## src/rtl/ucsbece154b_burst_reader.sv

```systemverilog
// Burst reader: pops one request from the queue, waits a fixed read latency, then
// streams one block critical-word-first over a valid/ready response port.
module ucsbece154b_burst_reader #(
    parameter int ADDR_WIDTH   = 32,
    parameter int DATA_WIDTH   = 32,
    parameter int BLOCK_WORDS  = 4,
    parameter int READ_LATENCY = 10
) (
    input  logic                           clk_i,
    input  logic                           rst_i,
    input  logic                           req_valid_i,
    input  logic [ADDR_WIDTH-1:0]          req_addr_i,
    output logic                           req_pop_o,
    output logic [ADDR_WIDTH-1:0]          mem_addr_o,
    input  logic [DATA_WIDTH-1:0]          mem_rdata_i,
    output logic                           rsp_valid_o,
    input  logic                           rsp_ready_i,
    output logic [DATA_WIDTH-1:0]          rsp_data_o,
    output logic [$clog2(BLOCK_WORDS)-1:0] rsp_word_o,
    output logic                           rsp_last_o,
    output logic                           busy_o,
    output logic [15:0]                    bursts_o
);

    localparam int IW = $clog2(BLOCK_WORDS);
    localparam int LW = (READ_LATENCY > 1) ? $clog2(READ_LATENCY) : 1;
    localparam int BW = ADDR_WIDTH - IW - 2;
    localparam logic [LW-1:0] LAT_LOAD  = LW'(READ_LATENCY - 1);
    localparam logic [IW-1:0] BEAT_LAST = {IW{1'b1}};

    typedef enum logic [1:0] {
        IDLE  = 2'd0,
        WAIT  = 2'd1,
        BURST = 2'd2
    } state_t;

    state_t          r_state;
    logic [LW-1:0]   r_lat_cnt;
    logic [BW-1:0]   r_base;
    logic [IW-1:0]   r_word;
    logic [IW-1:0]   r_beats;
    logic [15:0]     r_bursts;

    state_t          w_state_nxt;
    logic [LW-1:0]   w_lat_nxt;
    logic [BW-1:0]   w_base_nxt;
    logic [IW-1:0]   w_word_nxt;
    logic [IW-1:0]   w_beats_nxt;
    logic [15:0]     w_bursts_nxt;

    // Byte-offset bits of the request address carry no meaning for word reads.
    logic w_unused;
    assign w_unused = ^req_addr_i[1:0];

    always_ff @(posedge clk_i or posedge rst_i) begin
        if (rst_i) begin
            r_state   <= IDLE;
            r_lat_cnt <= '0;
            r_base    <= '0;
            r_word    <= '0;
            r_beats   <= '0;
            r_bursts  <= '0;
        end else begin
            r_state   <= w_state_nxt;
            r_lat_cnt <= w_lat_nxt;
            r_base    <= w_base_nxt;
            r_word    <= w_word_nxt;
            r_beats   <= w_beats_nxt;
            r_bursts  <= w_bursts_nxt;
        end
    end

    always_comb begin
        w_state_nxt  = r_state;
        w_lat_nxt    = r_lat_cnt;
        w_base_nxt   = r_base;
        w_word_nxt   = r_word;
        w_beats_nxt  = r_beats;
        w_bursts_nxt = r_bursts;
        req_pop_o    = 1'b0;
        rsp_valid_o  = 1'b0;
        rsp_last_o   = 1'b0;
        rsp_data_o   = '0;

        case (r_state)
            IDLE: begin
                if (req_valid_i) begin
                    req_pop_o   = 1'b1;
                    w_base_nxt  = req_addr_i[ADDR_WIDTH-1:IW+2];
                    w_word_nxt  = req_addr_i[IW+1:2];
                    w_beats_nxt = '0;
                    w_lat_nxt   = LAT_LOAD;
                    w_state_nxt = WAIT;
                end
            end
            WAIT: begin
                if (r_lat_cnt == '0) begin
                    w_state_nxt = BURST;
                end else begin
                    w_lat_nxt = r_lat_cnt - LW'(1);
                end
            end
            BURST: begin
                rsp_valid_o = 1'b1;
                rsp_data_o  = mem_rdata_i;
                rsp_last_o  = (r_beats == BEAT_LAST);
                if (rsp_ready_i) begin
                    // Index wraps naturally within the block (power-of-two width).
                    w_word_nxt  = r_word + IW'(1);
                    w_beats_nxt = r_beats + IW'(1);
                    if (r_beats == BEAT_LAST) begin
                        w_bursts_nxt = r_bursts + 16'd1;
                        w_state_nxt  = IDLE;
                    end
                end
            end
            default: begin
                w_state_nxt = IDLE;
            end
        endcase
    end

    assign mem_addr_o = {r_base, r_word, 2'b00};
    assign rsp_word_o = r_word;
    assign busy_o     = (r_state != IDLE);
    assign bursts_o   = r_bursts;

endmodule

```

## config.mk

```make
export PLATFORM = sky130hd
export DESIGN_NAME = ucsbece154b_burst_reader
export DESIGN_NICKNAME = d
export VERILOG_FILES = /design/src/rtl/ucsbece154b_burst_reader.sv
export SDC_FILE = /design/constraint.sdc
export NUM_CORES = 1
export LEC_CHECK = 0
export CAP_MARGIN = 20
export CORE_UTILIZATION = 37
export CTS_CLUSTER_DIAMETER = 30
export DETAILED_ROUTE_END_ITERATION = 10
export PLACE_DENSITY = 0.8
export SLEW_MARGIN = 20
export SYNTH_ARGS = -nofsm -noshare
export SYNTH_HDL_FRONTEND = slang
export SYNTH_SLANG_ARGS = --single-unit
```

## constraint.sdc

```tcl
create_clock -name clk_i -period 2.8 [get_ports clk_i]
set_clock_uncertainty 0.2 [all_clocks]
set_input_delay 0.84 -clock clk_i [delete_from_list [all_inputs] [get_ports clk_i]]
set_output_delay 0.84 -clock clk_i [all_outputs]
set_load 0.005 [all_outputs]
```

* After elaboration in Yosys (flattened, before gate mapping) *
Cells that the tools add are included.

word-level totals
  register bits after elaboration = 54
  bits of input ports = 68
  logic and storage cells = 47

cells by class
  add/subtract/negate cells = 4
  eq/ne operators = 8
  multiplexer cells = 19
  reduce and logical (&&, ||, !) cells = 10

operators with widths
  kind                                              number
  2-to-1 mux 32 bit                                 1
  adder 16 x 1 -> 16 bit, second input constant     1
  2-to-1 mux 2 bit                                  8
  != test 2 bit, second input constant              5
  AND reduction 3 bit                               3
  2-to-1 mux 4 bit                                  2
  case mux 2 bit (2 select lines)                   2
  case mux 4 bit (2 select lines)                   1
  case mux 2 bit (3 select lines)                   1
  nonzero test 2 bit                                3
  adder 2 x 1 -> 2 bit, second input constant       2
  == test 2 bit, second input constant              2
  logical NOT 4 bit                                 1
  2-to-1 mux 1 bit                                  4
  AND reduction 4 bit                               1
  subtractor 4 x 1 -> 4 bit, second input constant  1
  == test 2 x 1 -> 1 bit, second input constant     1
  logical NOT 2 bit                                 1
  AND reduction 2 bit                               1

* Logic depth before layout (Yosys ltp) *
  depth after elaboration = 4
  gate-level depth with buffers = 6

* Worst setup path before layout *
OpenSTA, ideal clock, no wires.

  kind = input -> output
  start = input port req_valid_i
  end = output port req_pop_o
  arrival = 1.342 ns
  data required time = 1.760 ns
  setup slack = 0.418 ns
  cell stages on the path = 3
  buffers on the path = 1
  path through = nand2_1 > clkinv_1 > clkbuf_1

on the way
  cells in the longest elaborated chain, start to end = 2

ends and longest elaborated chain
  element           RTL line  source
  from (decl)       11        input logic req_valid_i,
  2-to-1 mux 1 bit  87        if (req_valid_i) begin
  2-to-1 mux 1 bit  85        case (r_state)
  to (decl)         13        output logic req_pop_o,

Every way passes these cells.

* Worst setup path in the final report *
  start = register r_state[1]
  end = output port rsp_valid_o

on the way
  cells in the longest elaborated chain, start to end = 2

ends and longest elaborated chain
  element                 RTL line  source
  from (decl)             37        state_t r_state;
  from (signal assigned)  64        r_state <= w_state_nxt;
  == test 2 bit           85
  2-to-1 mux 1 bit        85
  to (decl)               16        output logic rsp_valid_o,

Every way passes these cells.

==> impl_metrics.csv <==
group,metric,value,unit
outcome,status,"finished with violations",
outcome,violations,"design-rule violations",
timing,setup_ws,0.0815,ns
clocking,cts_buffer_depth,2,
finish,num_antenna_cells,0,
clocking,path_clk_slew,0.09,ns
timing,fin_crit,2.72,ns
yosys,ys_warn_count,0,
global_route,antenna_found_initial,0,
global_route,grt.total_usage,18.5,%
global_route,grt_pass1_wl,10600,um
timing,final_hold_viol_count,0,
hold_path,hold_path_class,"flop to flop",
timing,setup-tns-final,0,ns
place,port-buffer-count,149,
timing,finalCritPeriodShare,97.1,%
yosys,yosysUniqueCellTypes,36,
floorplanning,initial_core_util,39.1,%
timing,fmax,0.368,GHz
route,wl,6500,um
clocking,clk_latency,0.31,ns
route,routed-via-count,2326,
clocking,hold_buffers,0,
power,power,0.00275,W
worst_setup_path,start_kind,"flop",
yosys,synth-seq-area-share,53.5,%
route,routedWlPerCell,12.9,um
global_route,grt_max_degree,35,
clocking,numCtsBuffers,5,
power,leakagePower,2.09,nW
yosys,syn_area,2520,sq um
yosys,syn_inst,276,
worst_setup_path,path_cells,"nor2b_2 > buf_4 > clkdlybuf4s50_1",
flow_run,drv_cap,0,
clocking,root_buffer,"clkbuf_8",
clocking,cts_sinks,54,
worst_setup_path,slowest_stage,"clkdlybuf4s50_1",
worst_setup_path,critPathKind,"flop to output pin",
yosys,syn_avg_cell_area,9.14,sq um
timing,holdWs,0.280,ns
worst_setup_path,cp-end-kind,"output pin",
finish,drive_above_1_share,5.84,%
finish,area_growth,65.1,%
worst_setup_path,crit_arrival,1.68,ns
floorplanning,die_x,84.6,um
worst_setup_path,required,1.76,ns
route,drc,7,
worst_setup_path,worst-path-buf-inv,2,
timing,drv_slew,0,
route,vias_per_cell,4.61,
clocking,cts_tree,"done",
place,dpl.hpwl,4980,um
power,p_per_area,659,nW/um^2
finish,nets,498,
route,drtIter0Drc,133,
floorplanning,chipHeight,84.6,um
global_route,grt_pass1_vias,2261,
floorplanning,core-area,6460,sq um
timing,finalSetupViolCount,0,
floorplanning,fp-row-count,29,
worst_setup_path,worstPathMaxFanout,24,
worst_setup_path,critPathMaxStageDelay,0.54,ns
place,detailedPlace.worstSlack,-0.164,ns
global_route,gr-total-overflow,0,
timing,worstMarginPinSlew,0.512,ns
yosys,yosys_register_bits,54,
route,drtAntennaViolNets,0,
power,peakVddDrop,0.000693,V
route,firstDrtPassIters,7,
floorplanning,ioPinCount,154,
place,finalWeightedCongestion,0.706,
floorplanning,die_area,7150,sq um
clocking,htree_levels,2,
worst_setup_path,cp_top_family,"buffers and inverters",
timing,max_slew_margin,65.8,%
==> cells by family (layout without fill, tap and decap cells) <==
kind of cell,after synthesis,in the layout,share of synthesized area (%)
compound gates,10,10,2.63
xor+xnor,17,17,5.90
fa+ha+maj,3,3,1.49
buf+inv,23,174,4.36
flops,54,54,53.5
mux,1,1,0.397
other cells,1,2,0.149
simple gates,167,167,31.5
==> metrics by stage <==
stage	utilization (%)	instance area, sq um	cells
2_1_floorplan	-	2530	277
3_3_place_gp	63.5	4100	495
3_5_place_dp	63.5	4100	495
4_1_cts	64.2	4150	503
5_1_grt	64.5	4170	505
6_report	64.5	4170	505
==> cell usage in the layout, fill, tap and decap left out, types with 2 or more instances in the layout <==
cell type,n
clkdlybuf4s50_1,116
nand2_1,98
dfrtp_1,53
and2_1,34
dlygate4sd2_1,33
xnor2_1,11
nor2_1,8
nand3_1,8
buf_4,7
xor2_1,6
inv_1,6
clkbuf_8,5
a21oi_1,3
nor3_1,3
ha_1,3
o21ai_0,2
or2_2,2
nand4_1,2
and3_1,2
conb_1,2
==> where the power goes <==
| part | switching, W | total (W) | internal (W) |
|---|---|---|---|
| sequential | 0.000153 | 0.00118 | 0.00103 |
| clock | 0.000252 | 0.000429 | 0.000177 |
| combinational | 0.000452 | 0.00114 | 0.000684 |
==> synthesized netlist by cell type, drive strengths merged <==
cell     n  share of area [%]
or4      2               0.74
nand4    2               0.50
and3     2               0.50
a22o     1               0.35
a211oi   1               0.30
and2    34                8.4
or2      2               0.50
conb     1               0.15
or3b     1               0.35
nor4     1               0.25
clkbuf   9                1.3
buf      6                1.8
mux2i    1               0.40
nor2     9                1.4
dfrtp   54                 54
xor2     6                2.1
o211ai   1               0.30
nand3    8                1.6
o31ai    1               0.30
and4     1               0.35
and2b    1               0.30
a21oi    3               0.59
inv      7                1.0
nor2b    2               0.50
xnor2   11                3.8
o21ai    2               0.40
nor3     3               0.59
a32o     1               0.40
clkinv   1               0.15
nand4b   1               0.94
nand2   98                 15
ha       3                1.5
==> registers in the layout, indices dropped and copies added (netlist names) <==
register    flops
r_base         28
r_state         2
r_beats         2
r_lat_cnt       4
bursts_o       16
rsp_word_o      2
==> metal layers <==
metal / share of wire, % / track usage, %
met1: 42 / 22.1
met2: 53 / 33.9
met3: 4.2 / 3.54
met4: 0.97 / 5.39
met5: 0 / 0
==> worst min-delay path, cell delays in order (launching register included) <==
cell and delay, ns:
dfrtp_1 0.35, nand2_1 0.05, nand2_1 0.05
==> final timing paths <==
kind / slack (ns) / from / end / cells past startpoint
min in group asynchronous: 0.69 / rst_i / r_base[15] / 2
worst max-delay path: 0.08 / r_state[1] / rsp_valid_o / 3
worst min register to register: 0.28 / r_base[18] / r_base[18] / 2
worst max register to register: 0.82 / r_beats[0] / bursts_o[10] / 5
max in group asynchronous: 1.16 / rst_i / r_state[1] / 3
worst min-delay path: 0.28 / r_base[18] / r_base[18] / 2
==> what timing repair did <==
action | in CTS | in global routing
cloned | 0 | 0
gates resized for setup | 33 | 2
setup endpoints to repair | 33 | 2
setup buffers | 0 | 2
==> layout make-up <==
cell class,count,area (sq um)
multi-input combinational,200,1070
inverter,8,30.0
sequential,54,1350
clock buffer,6,72.6
timing repair buffer,158,1530
tap,77,96.3
clock inverter,2,13.8
fill,552,2290
No activity file was read; power rests on OpenSTA's default activity.
